$ cat config.mk
export PLATFORM = sky130hd
export DESIGN_NAME = decode_stage
export DESIGN_NICKNAME = d
export VERILOG_FILES = /design/src/rtl/butterfly_pkg.sv /design/src/rtl/instr_decode_comb.sv /design/src/rtl/decode_stage.sv
export SDC_FILE = /design/constraint.sdc
export NUM_CORES = 1
export LEC_CHECK = 0
export ABC_AREA = 0
export ABC_CLOCK_PERIOD_IN_PS = 3750
export CAP_MARGIN = 20
export CORE_MARGIN = 4
export CORE_UTILIZATION = 40
export CTS_CLUSTER_SIZE = 20
export DETAILED_ROUTE_END_ITERATION = 10
export DONT_BUFFER_PORTS = 1
export PLACE_DENSITY_LB_ADDON = 0.12
export SETUP_SLACK_MARGIN = 0.4
export SLEW_MARGIN = 40
export SYNTH_ARGS = -nofsm -noshare
export SYNTH_HDL_FRONTEND = slang
export SYNTH_SLANG_ARGS = --single-unit
$ cat constraint.sdc
create_clock -name clk_i -period 3.75 [get_ports clk_i]
set_input_delay 0.75 -clock clk_i [delete_from_list [all_inputs] [get_ports clk_i]]
set_output_delay 0.75 -clock clk_i [all_outputs]
set_load 0.1 [all_outputs]
$ cat src/rtl/butterfly_pkg.sv
// -----------------------------------------------------------------------------
// butterfly_pkg
// Shared definitions for the ButterFly core front end: RV32 opcode / funct
// constants, ALU / branch / mul-div / system enumerations, the decoded
// instruction bundle passed from decode to execute, and small helpers that
// extract immediates and map funct3 onto ALU and branch operations.
// Ports: none (package).
// -----------------------------------------------------------------------------
package butterfly_pkg;

    // Major opcodes (instr[6:0])
    localparam logic [6:0] OPCODE_LUI      = 7'b0110111;
    localparam logic [6:0] OPCODE_AUIPC    = 7'b0010111;
    localparam logic [6:0] OPCODE_JAL      = 7'b1101111;
    localparam logic [6:0] OPCODE_JALR     = 7'b1100111;
    localparam logic [6:0] OPCODE_BRANCH   = 7'b1100011;
    localparam logic [6:0] OPCODE_LOAD     = 7'b0000011;
    localparam logic [6:0] OPCODE_STORE    = 7'b0100011;
    localparam logic [6:0] OPCODE_OP_IMM   = 7'b0010011;
    localparam logic [6:0] OPCODE_OP       = 7'b0110011;
    localparam logic [6:0] OPCODE_MISC_MEM = 7'b0001111;
    localparam logic [6:0] OPCODE_SYSTEM   = 7'b1110011;

    // ALU funct3
    localparam logic [2:0] F3_ADD_SUB = 3'b000;
    localparam logic [2:0] F3_SLL     = 3'b001;
    localparam logic [2:0] F3_SLT     = 3'b010;
    localparam logic [2:0] F3_SLTU    = 3'b011;
    localparam logic [2:0] F3_XOR     = 3'b100;
    localparam logic [2:0] F3_SRL_SRA = 3'b101;
    localparam logic [2:0] F3_OR      = 3'b110;
    localparam logic [2:0] F3_AND     = 3'b111;

    // Branch funct3
    localparam logic [2:0] F3_BEQ  = 3'b000;
    localparam logic [2:0] F3_BNE  = 3'b001;
    localparam logic [2:0] F3_BLT  = 3'b100;
    localparam logic [2:0] F3_BGE  = 3'b101;
    localparam logic [2:0] F3_BLTU = 3'b110;
    localparam logic [2:0] F3_BGEU = 3'b111;

    // funct7 groups
    localparam logic [6:0] F7_BASE   = 7'b0000000;
    localparam logic [6:0] F7_ALT    = 7'b0100000;
    localparam logic [6:0] F7_MULDIV = 7'b0000001;

    // System instruction bodies (instr[31:7])
    localparam logic [24:0] SYS_BODY_ECALL  = 25'h0000000;
    localparam logic [24:0] SYS_BODY_EBREAK = 25'h0002000;

    typedef enum logic [3:0] {
        ALU_ADD    = 4'd0,
        ALU_SUB    = 4'd1,
        ALU_SLL    = 4'd2,
        ALU_SLT    = 4'd3,
        ALU_SLTU   = 4'd4,
        ALU_XOR    = 4'd5,
        ALU_SRL    = 4'd6,
        ALU_SRA    = 4'd7,
        ALU_OR     = 4'd8,
        ALU_AND    = 4'd9,
        ALU_PASS_B = 4'd10
    } alu_op_e;

    typedef enum logic [2:0] {
        BR_NONE = 3'd0,
        BR_EQ   = 3'd1,
        BR_NE   = 3'd2,
        BR_LT   = 3'd3,
        BR_GE   = 3'd4,
        BR_LTU  = 3'd5,
        BR_GEU  = 3'd6
    } branch_type_e;

    typedef enum logic [2:0] {
        MD_MUL    = 3'd0,
        MD_MULH   = 3'd1,
        MD_MULHSU = 3'd2,
        MD_MULHU  = 3'd3,
        MD_DIV    = 3'd4,
        MD_DIVU   = 3'd5,
        MD_REM    = 3'd6,
        MD_REMU   = 3'd7
    } md_op_e;

    typedef enum logic [1:0] {
        SYS_NONE   = 2'b00,
        SYS_ECALL  = 2'b01,
        SYS_EBREAK = 2'b10
    } sys_e;

    // Everything execute needs except the pc. All-zero is the idle bundle.
    typedef struct packed {
        logic [4:0]   rs1_addr;
        logic [4:0]   rs2_addr;
        logic [4:0]   rd_addr;
        logic [31:0]  imm;
        logic         reg_write;
        logic         mem_read;
        logic         mem_write;
        logic         branch;
        logic         jump;
        alu_op_e      alu_op;
        branch_type_e branch_type;
        logic         md_en;
        md_op_e       md_op;
        logic [2:0]   mem_size;
        sys_e         sys;
        logic         illegal;
    } decoded_instr_t;

    function automatic logic [31:0] imm_i(input logic [31:0] instr);
        return {{20{instr[31]}}, instr[31:20]};
    endfunction

    function automatic logic [31:0] imm_s(input logic [31:0] instr);
        return {{20{instr[31]}}, instr[31:25], instr[11:7]};
    endfunction

    function automatic logic [31:0] imm_b(input logic [31:0] instr);
        return {{19{instr[31]}}, instr[31], instr[7], instr[30:25], instr[11:8], 1'b0};
    endfunction

    function automatic logic [31:0] imm_u(input logic [31:0] instr);
        return {instr[31:12], 12'h000};
    endfunction

    function automatic logic [31:0] imm_j(input logic [31:0] instr);
        return {{11{instr[31]}}, instr[31], instr[19:12], instr[20], instr[30:21], 1'b0};
    endfunction

    // alt selects SUB / SRA for funct3 000 / 101.
    function automatic alu_op_e alu_op_from_f3(input logic [2:0] f3, input logic alt);
        alu_op_e op;
        case (f3)
            F3_ADD_SUB: op = alt ? ALU_SUB : ALU_ADD;
            F3_SLL:     op = ALU_SLL;
            F3_SLT:     op = ALU_SLT;
            F3_SLTU:    op = ALU_SLTU;
            F3_XOR:     op = ALU_XOR;
            F3_SRL_SRA: op = alt ? ALU_SRA : ALU_SRL;
            F3_OR:      op = ALU_OR;
            F3_AND:     op = ALU_AND;
            default:    op = ALU_ADD;
        endcase
        return op;
    endfunction

    // BR_NONE marks the two reserved branch funct3 codes.
    function automatic branch_type_e branch_type_from_f3(input logic [2:0] f3);
        branch_type_e bt;
        case (f3)
            F3_BEQ:  bt = BR_EQ;
            F3_BNE:  bt = BR_NE;
            F3_BLT:  bt = BR_LT;
            F3_BGE:  bt = BR_GE;
            F3_BLTU: bt = BR_LTU;
            F3_BGEU: bt = BR_GEU;
            default: bt = BR_NONE;
        endcase
        return bt;
    endfunction

endpackage

$ cat src/rtl/instr_decode_comb.sv
// -----------------------------------------------------------------------------
// instr_decode_comb
// Purely combinational RV32I(+M) decoder: instruction word -> decoded bundle.
// Illegal and NOP encodings leave every control, the immediate and all
// operation selects at zero; only the register index fields and the illegal
// flag are populated for them.
// Ports:
//   i_instr  in   32  instruction word
//   o_dec    out  decoded_instr_t  decoded bundle (reg_write not yet x0-masked)
// -----------------------------------------------------------------------------
module instr_decode_comb
    import butterfly_pkg::*;
#(
    parameter bit ENABLE_M = 1'b1
) (
    input  logic [31:0]    i_instr,
    output decoded_instr_t o_dec
);

    logic [6:0]   w_opcode;
    logic [2:0]   w_funct3;
    logic [6:0]   w_funct7;
    branch_type_e w_bt;
    decoded_instr_t w_dec;

    assign w_opcode = i_instr[6:0];
    assign w_funct3 = i_instr[14:12];
    assign w_funct7 = i_instr[31:25];
    assign w_bt     = branch_type_from_f3(w_funct3);
    assign o_dec    = w_dec;

    // Main decode: start from the idle bundle and fill in only legal fields.
    always_comb begin
        w_dec          = '0;
        w_dec.rs1_addr = i_instr[19:15];
        w_dec.rs2_addr = i_instr[24:20];
        w_dec.rd_addr  = i_instr[11:7];
        case (w_opcode)
            OPCODE_LUI: begin
                w_dec.imm       = imm_u(i_instr);
                w_dec.reg_write = 1'b1;
                w_dec.alu_op    = ALU_PASS_B;
            end
            OPCODE_AUIPC: begin
                w_dec.imm       = imm_u(i_instr);
                w_dec.reg_write = 1'b1;
                w_dec.alu_op    = ALU_ADD;
            end
            OPCODE_JAL: begin
                w_dec.imm       = imm_j(i_instr);
                w_dec.reg_write = 1'b1;
                w_dec.jump      = 1'b1;
            end
            OPCODE_JALR: begin
                if (w_funct3 == 3'b000) begin
                    w_dec.imm       = imm_i(i_instr);
                    w_dec.reg_write = 1'b1;
                    w_dec.jump      = 1'b1;
                end else begin
                    w_dec.illegal = 1'b1;
                end
            end
            OPCODE_BRANCH: begin
                if (w_bt != BR_NONE) begin
                    w_dec.imm         = imm_b(i_instr);
                    w_dec.branch      = 1'b1;
                    w_dec.branch_type = w_bt;
                end else begin
                    w_dec.illegal = 1'b1;
                end
            end
            OPCODE_LOAD: begin
                if (w_funct3 inside {3'b000, 3'b001, 3'b010, 3'b100, 3'b101}) begin
                    w_dec.imm       = imm_i(i_instr);
                    w_dec.mem_read  = 1'b1;
                    w_dec.reg_write = 1'b1;
                    w_dec.mem_size  = w_funct3;
                end else begin
                    w_dec.illegal = 1'b1;
                end
            end
            OPCODE_STORE: begin
                if (w_funct3 <= 3'b010) begin
                    w_dec.imm       = imm_s(i_instr);
                    w_dec.mem_write = 1'b1;
                    w_dec.mem_size  = w_funct3;
                end else begin
                    w_dec.illegal = 1'b1;
                end
            end
            OPCODE_OP_IMM: begin
                // Only the shift forms constrain funct7 (it overlays imm[11:5]).
                if ((w_funct3 != F3_SLL && w_funct3 != F3_SRL_SRA) ||
                    (w_funct7 == F7_BASE) ||
                    (w_funct3 == F3_SRL_SRA && w_funct7 == F7_ALT)) begin
                    w_dec.imm       = imm_i(i_instr);
                    w_dec.reg_write = 1'b1;
                    w_dec.alu_op    = alu_op_from_f3(w_funct3,
                                        (w_funct3 == F3_SRL_SRA) && (w_funct7 == F7_ALT));
                end else begin
                    w_dec.illegal = 1'b1;
                end
            end
            OPCODE_OP: begin
                if (w_funct7 == F7_BASE) begin
                    w_dec.reg_write = 1'b1;
                    w_dec.alu_op    = alu_op_from_f3(w_funct3, 1'b0);
                end else if (w_funct7 == F7_ALT &&
                             (w_funct3 == F3_ADD_SUB || w_funct3 == F3_SRL_SRA)) begin
                    w_dec.reg_write = 1'b1;
                    w_dec.alu_op    = alu_op_from_f3(w_funct3, 1'b1);
                end else if (ENABLE_M && w_funct7 == F7_MULDIV) begin
                    // alu_op stays ALU_ADD; execute routes these to the mul/div unit.
                    w_dec.reg_write = 1'b1;
                    w_dec.md_en     = 1'b1;
                    w_dec.md_op     = md_op_e'(w_funct3);
                end else begin
                    w_dec.illegal = 1'b1;
                end
            end
            OPCODE_MISC_MEM: begin
                // FENCE family retires as a NOP in this in-order core.
                w_dec.illegal = 1'b0;
            end
            OPCODE_SYSTEM: begin
                if (i_instr[31:7] == SYS_BODY_ECALL) begin
                    w_dec.sys = SYS_ECALL;
                end else if (i_instr[31:7] == SYS_BODY_EBREAK) begin
                    w_dec.sys = SYS_EBREAK;
                end else begin
                    w_dec.illegal = 1'b1;
                end
            end
            default: begin
                w_dec.illegal = 1'b1;
            end
        endcase
    end

endmodule

$ cat src/rtl/decode_stage.sv
// -----------------------------------------------------------------------------
// decode_stage
// Registered decode stage between fetch and execute. The raw instruction is
// decoded combinationally on the way in; a 2-entry buffer (output register +
// skid register) holds decoded bundles so in_ready_o depends only on state.
// Ports:
//   clk_i, rst_ni            clock, async active-low reset
//   flush_i                  drop every buffered bundle and this cycle's input
//   in_valid_i/in_ready_o    upstream handshake; instr_i, pc_i payload
//   out_valid_o/out_ready_i  downstream handshake
//   pc_o, rs1/rs2/rd_addr_o, imm_o, control and select fields  decoded bundle
// -----------------------------------------------------------------------------
module decode_stage
    import butterfly_pkg::*;
#(
    parameter bit ENABLE_M               = 1'b1,
    parameter int PC_W                   = 32,
    parameter bit ZERO_RD_WRITE_SUPPRESS = 1'b1
) (
    input  logic            clk_i,
    input  logic            rst_ni,
    input  logic            flush_i,
    input  logic            in_valid_i,
    output logic            in_ready_o,
    input  logic [31:0]     instr_i,
    input  logic [PC_W-1:0] pc_i,
    output logic            out_valid_o,
    input  logic            out_ready_i,
    output logic [PC_W-1:0] pc_o,
    output logic [4:0]      rs1_addr_o,
    output logic [4:0]      rs2_addr_o,
    output logic [4:0]      rd_addr_o,
    output logic [31:0]     imm_o,
    output logic            reg_write_o,
    output logic            mem_read_o,
    output logic            mem_write_o,
    output logic            branch_o,
    output logic            jump_o,
    output logic [3:0]      alu_op_o,
    output logic [2:0]      branch_type_o,
    output logic            md_en_o,
    output logic [2:0]      md_op_o,
    output logic [2:0]      mem_size_o,
    output logic [1:0]      sys_o,
    output logic            illegal_o
);

    decoded_instr_t  w_dec;
    decoded_instr_t  w_dec_fix;
    logic            w_accept;
    logic            w_out_free;

    decoded_instr_t  r_out;
    decoded_instr_t  r_skid;
    logic [PC_W-1:0] r_out_pc;
    logic [PC_W-1:0] r_skid_pc;
    logic            r_out_valid;
    logic            r_skid_valid;

    instr_decode_comb #(
        .ENABLE_M (ENABLE_M)
    ) u_decode (
        .i_instr (instr_i),
        .o_dec   (w_dec)
    );

    // Writes to x0 are dropped here so execute never has to special-case them.
    always_comb begin
        w_dec_fix = w_dec;
        if (ZERO_RD_WRITE_SUPPRESS && (w_dec.rd_addr == 5'd0)) begin
            w_dec_fix.reg_write = 1'b0;
        end else begin
            w_dec_fix.reg_write = w_dec.reg_write;
        end
    end

    // Ready only reflects skid occupancy, never out_ready_i.
    assign in_ready_o = !r_skid_valid;
    assign w_accept   = in_valid_i && !r_skid_valid && !flush_i;
    assign w_out_free = !r_out_valid || out_ready_i;

    // Two-entry buffer: output register refills from skid first, else from input.
    always_ff @(posedge clk_i or negedge rst_ni) begin
        if (!rst_ni) begin
            r_out_valid  <= 1'b0;
            r_skid_valid <= 1'b0;
            r_out        <= '0;
            r_skid       <= '0;
            r_out_pc     <= '0;
            r_skid_pc    <= '0;
        end else if (flush_i) begin
            r_out_valid  <= 1'b0;
            r_skid_valid <= 1'b0;
        end else if (w_out_free) begin
            if (r_skid_valid) begin
                r_out        <= r_skid;
                r_out_pc     <= r_skid_pc;
                r_out_valid  <= 1'b1;
                r_skid_valid <= 1'b0;
            end else if (w_accept) begin
                r_out        <= w_dec_fix;
                r_out_pc     <= pc_i;
                r_out_valid  <= 1'b1;
            end else begin
                r_out_valid  <= 1'b0;
            end
        end else if (w_accept) begin
            r_skid       <= w_dec_fix;
            r_skid_pc    <= pc_i;
            r_skid_valid <= 1'b1;
        end else begin
            r_skid_valid <= r_skid_valid;
        end
    end

    assign out_valid_o   = r_out_valid;
    assign pc_o          = r_out_pc;
    assign rs1_addr_o    = r_out.rs1_addr;
    assign rs2_addr_o    = r_out.rs2_addr;
    assign rd_addr_o     = r_out.rd_addr;
    assign imm_o         = r_out.imm;
    assign reg_write_o   = r_out.reg_write;
    assign mem_read_o    = r_out.mem_read;
    assign mem_write_o   = r_out.mem_write;
    assign branch_o      = r_out.branch;
    assign jump_o        = r_out.jump;
    assign alu_op_o      = r_out.alu_op;
    assign branch_type_o = r_out.branch_type;
    assign md_en_o       = r_out.md_en;
    assign md_op_o       = r_out.md_op;
    assign mem_size_o    = r_out.mem_size;
    assign sys_o         = r_out.sys;
    assign illegal_o     = r_out.illegal;

endmodule
==> results.json <==
{
  "status": "finished, violations left",
  "violations": "hold timing",
  "clock_insertion_delay_worst_skew_ns": 0.51,
  "core_mm2": 0.02292,
  "worstPathArrival_ns": 2.08,
  "synth_area_per_cell_um2": 9.129,
  "max_stage_delay_ns": 0.63,
  "drt_pass1_iterations": 5,
  "crit_path_max_fanout": 32,
  "yosys.cell_types.count": 60,
  "rsz0062_at_grt": "false",
  "maxCapViolCount": 0,
  "post-synth-top-area-cell": "sky130_fd_sc_hd__dfrtp_1",
  "place_worst_setup_slack_ns": 0.6918,
  "tritoncts.num_buffers": 24,
  "total_switching_power_mw": 2.459,
  "route.vias.total": 7290,
  "synth-warning-count": 0,
  "post_cts.resized_instances": 0,
  "timing.max_slew.rel_slack_pct": 40.56,
  "num_io_pins": 172,
  "overall_die_height_um": 161.5,
  "detail_route.drc_violations": 0,
  "clkTransAtPathRegs_ns": 0.06,
  "final_min_period_over_clock_period_pct": 75.47,
  "synth_top_cells_by_area": "sky130_fd_sc_hd__dfrtp_1, sky130_fd_sc_hd__nand2_1, sky130_fd_sc_hd__o21ai_0, sky130_fd_sc_hd__mux2i_1, sky130_fd_sc_hd__a21oi_1",
  "sum_neg_setup_slack_ns": 0,
  "drive_above_1_share_pct": 16.88,
  "max_clock_freq_ghz": 0.3533,
  "final_critical_path_setup_slack_ns": 0.9197,
  "synth_enable_flop_cells": 0,
  "totalPowerFinal_mw": 6.527,
  "max-vdd-ir-drop_v": 0.0003213,
  "global_route.overflow_total": 0,
  "grt_use_total_pct": 19.97,
  "cp-start-kind": "flip-flop",
  "wirelength_mm": 26.25,
  "antennaDiodeCount": 0,
  "die_width_um": 161.5,
  "fin_skew_ns": 0.009493,
  "tritoncts_num_sinks": 204,
  "root_buffer": "sky130_fd_sc_hd__clkbuf_16",
  "clock_tree.buffer_depth": 3,
  "synth_nets": 1106,
  "pwr-share-clk_pct": 33.8,
  "internal_power_mw": 4.068,
  "hpwlAfterDp_mm": 17.38,
  "crit_path_top_delay_cell": "sky130_fd_sc_hd__dfrtp_4",
  "setup_viol": 0,
  "tritoncts": "done",
  "num-nets-final": 1078,
  "path_buf_inv": 2,
  "holdWs_ns": -0.05870,
  "drt-wirelength-per-cell_um": 19.70,
  "p_leak_nw": 4.428,
  "ys.flop_type": "sky130_fd_sc_hd__dfrtp_1",
  "hp-class": "in2async",
  "grt_antenna_before_repair": 0,
  "die_area_mm2": 0.02607,
  "port_buffers": 0,
  "finalCriticalPeriod_ns": 2.830,
  "worstSetupEndpointType": "output pin",
  "cellPowerDensity_mw_per_mm2": 615.9,
  "ys_seq_area_share_pct": 54.18,
  "htree_num_levels": 1,
  "grt_pass1_wl_mm": 42.41,
  "first_global_vias": 7263,
  "path_cells": "inv_2, buf_4",
  "timing_max_transition_violations_final": 0,
  "cts.repair_timing.setup_buffer_count": 0,
  "dp_cells": 1291,
  "async_flop_share_pct": 100.0,
  "timing.critical_path.required_ns": 3.00,
  "netSwitchingFraction_pct": 37.67,
  "power.share.combinational_pct": 7.7,
  "grt_start_max_net_pins": 205,
  "fin_cells": 1332,
  "setup.worst_path.class": "reg2out",
  "detailedRoute.firstIterationViolations": 538,
  "syn_to_final_growth_pct": 12.48,
  "tightestPinTransition_ns": 0.8915,
  "syn-instance-count": 1032,
  "synth.ff_latch_count": 204,
  "timing.critical_path.max_delay_family": "buffers and inverters",
  "initial_core_util_pct": 41.11,
  "drt.antenna.violating_nets": 0,
  "gp_routability_congestion": 0.9176,
  "detail_routed_via_count_per_cell": 5.473,
  "finalHoldViolations": 84,
  "post_synth_instance_area_mm2": 0.009422,
  "share_of_total_power_in_sequential_cells_pct": 58.5,
  "rows": 55,
  "synthDominantCellAreaShare_pct": 54.18
}
flip-flops by register name, indices dropped and copies added (netlist names), 4 cells and up:
register and count:
rd_addr_o 5, alu_op_o 4, pc_o 32, r_skid 69, imm_o 32, rs1_addr_o 5
rs2_addr_o 5, r_skid_pc 32
layout by cell type (no fill, tap or decap), types with 2 or more instances in the layout:
cell type and count:
sky130_fd_sc_hd__nand2_1 274, sky130_fd_sc_hd__o21ai_0 130, sky130_fd_sc_hd__dfrtp_1 105, sky130_fd_sc_hd__dfrtp_2 98
sky130_fd_sc_hd__nor2_1 68, sky130_fd_sc_hd__mux2i_1 52, sky130_fd_sc_hd__a21oi_1 52, sky130_fd_sc_hd__or3_1 25
sky130_fd_sc_hd__clkbuf_16 24, sky130_fd_sc_hd__a31oi_1 21, sky130_fd_sc_hd__buf_4 17, sky130_fd_sc_hd__nor3_1 11
sky130_fd_sc_hd__a221oi_1 10, sky130_fd_sc_hd__nand3_1 7, sky130_fd_sc_hd__inv_1 7, sky130_fd_sc_hd__clkbuf_8 7
sky130_fd_sc_hd__nor2b_1 6, sky130_fd_sc_hd__o21a_1 6, sky130_fd_sc_hd__a22o_1 6, sky130_fd_sc_hd__clkbuf_1 6
sky130_fd_sc_hd__nand2b_1 5, sky130_fd_sc_hd__and3_1 5, sky130_fd_sc_hd__o211ai_1 5, sky130_fd_sc_hd__nor4_1 5
sky130_fd_sc_hd__ha_1 5, sky130_fd_sc_hd__or2_2 4, sky130_fd_sc_hd__a221o_1 4, sky130_fd_sc_hd__nand4_1 3
sky130_fd_sc_hd__clkinv_2 3, sky130_fd_sc_hd__a211o_1 2, sky130_fd_sc_hd__o2111ai_1 2, sky130_fd_sc_hd__a211oi_1 2
sky130_fd_sc_hd__o31ai_1 2, sky130_fd_sc_hd__a22oi_1 2, sky130_fd_sc_hd__o22ai_1 2, sky130_fd_sc_hd__nand2_4 2
through the flow:
stage / utilization, % / instance area (µm²)
after global placement: 42.30 / 9693
after CTS: 46.08 / 10560
final: 46.25 / 10600
after detailed placement: 42.81 / 9809
after floorplan: - / 9422
after global routing: 46.25 / 10600
cell type report:
cell class	instances	area [µm²]
fill	2204	12320
clock buffer	37	719.4
inverter	8	30.03
clock inverter	4	31.28
timing repair buffer	20	178.9
tap	313	391.6
sequential	204	5231
multi-input combinational	746	4015
final timing paths:
path | startpoint | endpoint | slack [ns] | cells past startpoint
max reg2reg | out_valid_o | r_skid[29] | 1.20 | 6
max in group asynchronous | rst_ni | branch_type_o[2] | 3.32 | 0
min in group clk_i | flush_i | out_valid_o | 0.30 | 1
max | r_skid_valid | in_ready_o | 0.92 | 2
min | rst_ni | imm_o[26] | -0.06 | 0
min reg2reg | r_skid[9] | r_skid[9] | 0.47 | 2
layer usage:
| metal | routed length (µm) | track usage [%] |
|---|---|---|
| met1 | 11470 | 27.38 |
| met2 | 12190 | 31.70 |
| met3 | 2105 | 5.792 |
| met4 | 477 | 4.343 |
| met5 | 0 | 0 |
power groups by stage:
| stage | logic, mW | clock network, mW | registers [mW] |
|---|---|---|---|
| 2_1_floorplan | 0.403 | 0 | 3.77 |
| 3_3_place_gp | 0.468 | 0 | 3.84 |
| 3_5_place_dp | 0.508 | 0 | 3.85 |
| 4_1_cts | 0.508 | 2.28 | 3.82 |
| 5_1_grt | 0.593 | 2.37 | 3.87 |
| 6_report | 0.500 | 2.21 | 3.82 |
logic make-up (layout without fill, tap and decap cells):
group	Yosys count	count (layout)	synth area share, %
compound gates	257	257	16.29
fa+ha+maj	5	5	0.6640
buf+inv	82	69	3.400
flops	204	204	54.18
mux	53	53	5.644
simple gates	431	431	19.81
synth_stat cells, drive strengths merged (5+ instances only):
library cell,n
nor2,68
nor3,11
ha,5
buf,9
nor2b,6
nor4,5
a221oi,10
o211ai,6
nand2b,5
nand2,276
mux2i,52
and3,5
o21ai,130
a21oi,52
o21a,6
a22o,6
inv,8
or2,5
nand3,7
or3,26
a31oi,21
dfrtp,204
clkbuf,65
(Power assumes the default switching activity.)
